**src/rtl/truth_table_sweeper.sv**
```systemverilog
// Exhaustive 4-input truth-table sweeper: drives all 16 vectors onto {d,c,b,a},
// samples f_in after a settle delay, and scores the captured table against EXPECTED.
module truth_table_sweeper #(
  parameter int unsigned SETTLE_CYCLES = 1,
  parameter logic [15:0] EXPECTED      = 16'h77FF
) (
  input  logic        clk,
  input  logic        rst_n,
  input  logic        start,
  input  logic        abort,
  input  logic        f_in,
  output logic        a,
  output logic        b,
  output logic        c,
  output logic        d,
  output logic        busy,
  output logic        done,
  output logic [15:0] table_out,
  output logic        pass,
  output logic [4:0]  err_count,
  output logic [3:0]  first_fail_idx
);

  typedef enum logic [1:0] {IDLE, SETTLE, SAMPLE, DONE} state_e;

  localparam logic [3:0] SETTLE_LAST = 4'(SETTLE_CYCLES - 1);

  state_e      state_q;
  logic [3:0]  idx_q;
  logic [3:0]  cnt_q;
  logic [3:0]  vec_q;
  logic        busy_q;
  logic        done_q;
  logic [15:0] table_q;
  logic        pass_q;
  logic [4:0]  err_q;
  logic [3:0]  ffi_q;

  // Working copy of the sweep in progress; results only publish on DONE entry.
  logic [15:0] shadow_q, shadow_d;
  logic [4:0]  tally_q, tally_d;
  logic [3:0]  first_q, first_d;
  logic        mismatch;

  // NOTE: every always_comb output gets a default first so no latch is inferred.
  always_comb begin
    mismatch = (f_in != EXPECTED[idx_q]);
    shadow_d = shadow_q;
    shadow_d[idx_q] = f_in;
    tally_d  = tally_q + {4'd0, mismatch};
    first_d  = (mismatch && (tally_q == 5'd0)) ? idx_q : first_q;
  end

  // NOTE: sequential state uses non-blocking assignments only, so every register
  // sees the pre-edge values of its neighbours regardless of statement order.
  always_ff @(posedge clk) begin
    if (!rst_n) begin
      // NOTE: the shadow table is deliberately left out of reset; it is cleared
      // whenever a sweep is accepted and is never observable before that.
      state_q <= IDLE;
      idx_q   <= '0;
      cnt_q   <= '0;
      vec_q   <= '0;
      busy_q  <= 1'b0;
      done_q  <= 1'b0;
      table_q <= '0;
      pass_q  <= 1'b0;
      err_q   <= '0;
      ffi_q   <= '0;
      tally_q <= '0;
      first_q <= '0;
    end else begin
      done_q <= 1'b0;
      unique case (state_q)
        IDLE: begin
          if (start && !abort) begin
            state_q  <= SETTLE;
            idx_q    <= '0;
            cnt_q    <= '0;
            vec_q    <= '0;
            busy_q   <= 1'b1;
            shadow_q <= '0;
            tally_q  <= '0;
            first_q  <= '0;
          end
        end

        SETTLE: begin
          if (abort) begin
            state_q <= IDLE;
            busy_q  <= 1'b0;
            vec_q   <= '0;
          end else if (cnt_q == SETTLE_LAST) begin
            state_q <= SAMPLE;
          end else begin
            cnt_q <= cnt_q + 4'd1;
          end
        end

        SAMPLE: begin
          if (abort) begin
            state_q <= IDLE;
            busy_q  <= 1'b0;
            vec_q   <= '0;
          end else begin
            shadow_q <= shadow_d;
            tally_q  <= tally_d;
            first_q  <= first_d;
            if (idx_q == 4'd15) begin
              // Final sample folds straight into the published results.
              state_q <= DONE;
              busy_q  <= 1'b0;
              done_q  <= 1'b1;
              vec_q   <= '0;
              table_q <= shadow_d;
              err_q   <= tally_d;
              ffi_q   <= first_d;
              pass_q  <= (tally_d == 5'd0);
            end else begin
              state_q <= SETTLE;
              idx_q   <= idx_q + 4'd1;
              vec_q   <= idx_q + 4'd1;
              cnt_q   <= '0;
            end
          end
        end

        DONE: begin
          state_q <= IDLE;
        end

        default: state_q <= IDLE;
      endcase
    end
  end

  assign {d, c, b, a}   = vec_q;
  assign busy           = busy_q;
  assign done           = done_q;
  assign table_out      = table_q;
  assign pass           = pass_q;
  assign err_count      = err_q;
  assign first_fail_idx = ffi_q;

endmodule

```
**config.mk**
```make
export PLATFORM = sky130hd
export DESIGN_NAME = truth_table_sweeper
export DESIGN_NICKNAME = d
export VERILOG_FILES = /design/src/rtl/truth_table_sweeper.sv
export SDC_FILE = /design/constraint.sdc
export NUM_CORES = 1
export LEC_CHECK = 0
export ABC_CLOCK_PERIOD_IN_PS = 5500
export BUFFER_PORTS_ARGS = -buffer_cell sky130_fd_sc_hd__buf_2
export CAP_MARGIN = 40
export CORE_ASPECT_RATIO = 1.2
export CORE_UTILIZATION = 45
export CTS_CLUSTER_SIZE = 16
export DETAILED_ROUTE_END_ITERATION = 10
export PLACE_DENSITY = 0.73
export SETUP_SLACK_MARGIN = 0.5
export SYNTH_ARGS = -nofsm -noshare
export SYNTH_HDL_FRONTEND = slang
export SYNTH_SLANG_ARGS = --single-unit
```
**constraint.sdc**
```tcl
create_clock -name clk -period 5.5 [get_ports clk]
set_input_delay 1.1 -clock clk [delete_from_list [all_inputs] [get_ports clk]]
set_output_delay 1.1 -clock clk [all_outputs]
set_load 0.01 [all_outputs]
```
Word-level counts from Yosys, hierarchy flattened
Memory sizes are Yosys's and may differ from the RTL's. A register that Yosys moved wholly into a read port is not among the register bits. Index checks and enable logic that the tools add are counted.

Add/subtract/negate cells: 3. $lt $le $gt $ge: 2. Equality and inequality tests: 13. Muxes and demuxes: 40. Bitwise logic cells: 3. Reduce and logical (&&, ||, !) cells: 19.

Operators by type and width (number): 4-bit 2-to-1 mux (14); 16-bit 2-to-1 mux (2); 16-bit case mux with 2 select lines (1); 4-bit case mux with 3 select lines (2); 16-bit bitwise mux (1); 4-bit case mux with 2 select lines (2); 2-bit inequality test, second input constant (6); 4-bit AND reduction (3); 5-bit zero test (2); 2-bit 2-to-1 mux (5); 5-bit 2-to-1 mux (2); 5-bit case mux with 2 select lines (1); 3-bit AND reduction (3); 4-bit by 1-bit adder with 4-bit output, second input constant (2); 2-bit case mux with 4 select lines (1); 1-bit 2-to-1 mux (7); 3-bit inequality test, second input constant (2); 6-bit AND reduction (1); 5-bit by 1-bit adder with 5-bit output (1); 4-bit by 5-bit less-than comparator with 1-bit output, second input constant (1); 1-bit demux with 4-bit select (1); 2-bit equality test, second input constant (2); 4-bit equality test, second input constant (1); 4-bit by 1-bit >= comparator with 1-bit output, second input constant (1); other kinds (12) (16).

Register bits: 67. Bits in read-only memories: 16. Bits of input ports: 5. Output and inout port bits: 32. Logic and storage cells: 94. Memories: 1.

Memory list: (no name shown) (depth 16, width 1, rd ports 1, clocked after memory_dff 1, wr ports 0, RTL line 47) `mismatch = (f_in != EXPECTED[idx_q]);`.

Logic depth before layout (Yosys ltp)
Depth after elaboration: 7. Gate-level depth with buffers: 9. Mapped depth without buffers: 8.

Least setup slack after synthesis
Ideal clock, no wire load.

Path type: input -> register. Start point: in abort. End point: reg shadow_q[0], enable pin. Setup time: 0.386 ns. Arrival time: 2.232 ns. Data required time: 5.114 ns. Setup slack: 2.882 ns. Stages on the path: 4. Path buffers: 2. Cell sequence: buf_6 or2_1 buf_6 nor2_1.

Longest elaborated chain between the ends: 4. Elaborated cells on any way between the ends: 5. Those cells by class: eq/ne (2); reduce/logical (3).

Ends and longest elaborated chain: start, declared (RTL line 10) `input logic abort,`; 1-bit zero test (RTL line 76) `if (start && !abort) begin`; 1-bit logical AND (RTL line 76); 2-bit inequality test (no source line); 4-bit AND reduction (no source line) (*); end signal, assigned (RTL line 106) `shadow_q <= shadow_d;`; end, declared (RTL line 40) `logic [15:0] shadow_q, shadow_d;`.

Mark *: on every way between the ends. The rest lies on a longest branch, timed or not. A chain may end at the register's enable or synchronous reset.

Worst setup path after layout
Start point: reg state_q[0]. End point: reg shadow_q[8], enable pin.

Longest elaborated chain between the ends: 3. Elaborated cells on any way between the ends: 6. Those cells by class: eq/ne (3); reduce/logical (3).

Ends and longest elaborated chain: start, declared (RTL line 28) `state_e state_q;`; start signal, assigned (RTL line 60) `state_q <= IDLE;`; start signal, assigned (RTL line 77) `state_q <= SETTLE;`; start signal, assigned (RTL line 90) `state_q <= IDLE;`; 2-bit equality test or 2-bit zero test (tied branches) (RTL line 74) `unique case (state_q)`; 2-bit inequality test (no source line) or 2-bit nonzero test (tied branches); 4-bit AND reduction (no source line) (*).

Marks and branches as above.

==> results.sh <==
export IMPL_final_cell_mix="52 x dfxtp_1, 42 x nor2_1, 36 x buf_2, 25 x nand2_1, 22 x mux2i_1"
export IMPL_cts_buffers=9
export IMPL_grt_pass1_vias=2325
export IMPL_hold_viol=0
export IMPL_routed_wl_um=6300
export IMPL_critical_path_class="reg -> reg"
export IMPL_reg2reg_from="state_q[0]"
export IMPL_drtIter0Drc=88
export IMPL_r2r_cells=6
export IMPL_leakage_nw=1.48
export IMPL_rsz0062_at_grt="false"
export IMPL_r2r_setup_slack_ns=3.00
export IMPL_initial_utilization_pct=46.9
export IMPL_synth_fp_nets=353
export IMPL_synth_cell_types=48
export IMPL_area_growth_pct=11.6
export IMPL_max_freq_mhz=400
export IMPL_status="completed"
export IMPL_diodes=0
export IMPL_die_x_um=79.4
export IMPL_final_common_cell="dfxtp_1"
export IMPL_finalClockSkew_ns=0.00888
export IMPL_netlist_instances=335
export IMPL_insertion_delay_ns=0.35
export IMPL_worstHoldStart="err_count[0]"
export IMPL_synth_area_top_cells="dfxtp_1 32%, edfxtp_1 14%, mux2i_1 6.8%"
export IMPL_combPwrFrac_pct=9.6
export IMPL_drc=0
export IMPL_worst_slack_ns=3.00
export IMPL_cts_buffer_depth=2
export IMPL_clk_pin_slew_ns=0.07
export IMPL_top_level_ports=37
export IMPL_avgSynthCellArea_sq_um=9.65
export IMPL_final_util_pct=52.3
export IMPL_cts_sinks=67
export IMPL_power_total_mw=0.979
export IMPL_portBuffers=36
export IMPL_cp_end_kind="flop"
export IMPL_hpwl_um=4460
export IMPL_grt_pass1_wl_um=10500
export IMPL_synth_top_flop_cell="dfxtp_1"
export IMPL_gp_congestion=0.823
export IMPL_rows=33
export IMPL_setup_viol=0
export IMPL_whs_endpoint="err_count[0]"
export IMPL_hold_class="reg -> reg"
export IMPL_ir_drop_mv=0.116
export IMPL_cp_max_fo=12
export IMPL_fin_nets=382
export IMPL_overflow=0
export IMPL_switching_power_mw=0.244
export IMPL_post_cts_buffers=0
export IMPL_power_frac_seq_pct=52.7
export IMPL_routed_via_density=5.30
export IMPL_clkPwrFrac_pct=37.8
export IMPL_antenna_found_initial=0
export IMPL_drtAntennaViolNets=0
export IMPL_ys_async_sr_fraction_pct=0
export IMPL_ff_latch_area_sq_um=1490
export IMPL_n_fill_cell=643
export IMPL_dr_pass1_iters=4
export IMPL_drv_slew=0
export IMPL_core_sq_um=6900
export IMPL_synth_area_sq_um=3230
export IMPL_internal_power_mw=0.735
export IMPL_arrival_ns=2.56
export IMPL_num_vias=2417
export IMPL_synth_seq_cells=67
export IMPL_dp_worst_setup_slack_ns=2.67
export IMPL_reg2reg_to="shadow_q[8]"
export IMPL_drive_gt1_share_pct=17.1
export IMPL_cp_startpoint="state_q[0]"
export IMPL_cts_tree="built"
export IMPL_power_density_nw_per_um2=271
export IMPL_worstSetupStartpointType="flop"
export IMPL_setup_tns_ns=0
export IMPL_hold_buffers=0
export IMPL_period_needed_ns=2.50
export IMPL_finalCritPeriodShare_pct=45.4
export IMPL_p_sw_share_pct=24.9
export IMPL_die_y_um=94.9
export IMPL_grt_total_usage_pct=18.2
export IMPL_wire_per_inst_um=13.8
export IMPL_cts_resized=0
export IMPL_yosys_area_top_type="dfxtp_1"
export IMPL_ys_seq_area_share_pct=46.1
export IMPL_slew_headroom_pct=55.2
export IMPL_multi_input_area_sq_um=1580
export IMPL_grt_max_degree=41
export IMPL_synth_enable_flop_cells=15
export IMPL_h_tree_depth=3
export IMPL_worst_pin_slew_ns=0.669
export IMPL_holdPathStages=2
export IMPL_maxCapViolCount=0
export IMPL_die_area_sq_um=7530
export IMPL_whs_ns=0.454
export IMPL_required_ns=5.56
export IMPL_root_buffer="clkbuf_8"
export IMPL_synth_warnings=0
export IMPL_netlist_area_leader_share_pct=32.2
## worst max-delay path: stages (launching register included)
cell and delay (ns):
dfxtp_1 0.33, inv_1 0.12, ha_1 0.41, mux2i_1 0.22
or2_1 0.35, nor2_1 0.55, buf_6 0.23
## cell usage after synthesis (2+ instances only)
master,count
nor2_1,42
dfxtp_1,52
o21ai_0,8
a21o_1,2
ha_1,13
nand3_1,11
nor3_1,6
nand2_1,25
xor2_1,7
nand2_2,2
edfxtp_1,15
nor4_1,2
clkbuf_1,7
o31ai_1,2
and3_1,3
a211oi_1,18
nor3b_1,3
nor2b_1,20
or2_1,2
nand2b_1,6
a22oi_1,6
buf_4,5
and2_1,3
inv_1,7
mux2i_1,22
nand4_1,2
a21oi_1,17
buf_6,3
buf_2,5
## final cells by class
| type | count | share of cell area, % |
|---|---|---|
| tap | 87 | 3.02 |
| clock buffer | 14 | 4.51 |
| sequential | 67 | 41.3 |
| timing repair buffer | 39 | 6.07 |
| multi-input combinational | 239 | 43.9 |
| clock inverter | 2 | 0.347 |
| inverter | 8 | 0.867 |
## routing by layer
layer,track usage [%],wire (um),vias to the layer above,share of wire (%)
li1,-,-,1235,-
met1,21.8,2870,1132,46
met2,30.0,3120,37,49
met3,3.86,181,13,2.9
met4,10.3,135,0,2.1
met5,0,0,-,0
## power by group through the flow
| stage | registers [mW] | clock network [mW] | logic (mW) |
|---|---|---|---|
| finish | 0.516 | 0.370 | 0.0936 |
| global route | 0.517 | 0.394 | 0.104 |
| CTS | 0.516 | 0.378 | 0.0942 |
| detailed placement | 0.527 | 0 | 0.0937 |
| global placement | 0.527 | 0 | 0.0901 |
| floorplan | 0.527 | 0 | 0.0787 |
## flip-flops by register name (all words and copies together), names as in the netlist, named ones only
name	count
vec_q	4
busy	1
done	1
first_fail_idx	4
err_count	5
table_out	16
first_q	4
tally_q	5
shadow_q	15
cnt_q	4
pass	1
idx_q	4
state_q	2
## worst max-delay path by stage
| stage | to | slack [ns] | cells after the start |
|---|---|---|---|
| floorplan | shadow_q[0] | 2.88 | 4 |
| global placement | shadow_q[5] | 2.54 | 4 |
| global route | shadow_q[8] | 2.79 | 6 |
| finish | shadow_q[8] | 3.00 | 6 |
| CTS | shadow_q[8] | 3.00 | 6 |
| detailed placement | tally_q[4] | 2.67 | 9 |
## cell families (layout without fill, tap and decap cells)
| group | after synthesis | count (layout) | share of synthesized area [%] |
|---|---|---|---|
| xor gates and xnor gates | 8 | 8 | 2.17 |
| and+or+nand+nor | 133 | 133 | 20.6 |
| muxes | 23 | 23 | 7.16 |
| AOI/OAI and AO/OA | 62 | 62 | 14.0 |
| buffers and inverters | 29 | 63 | 4.88 |
| DFF | 67 | 67 | 46.1 |
| adders and majority gates | 13 | 13 | 5.03 |
## through the flow
step,instance area (sq um),cells
6_report,3610,456
5_1_grt,3610,456
4_1_cts,3610,456
3_5_place_dp,3430,440
3_3_place_gp,3400,438
2_1_floorplan,3230,335
Note: power is estimated with default switching activity, not from simulation.
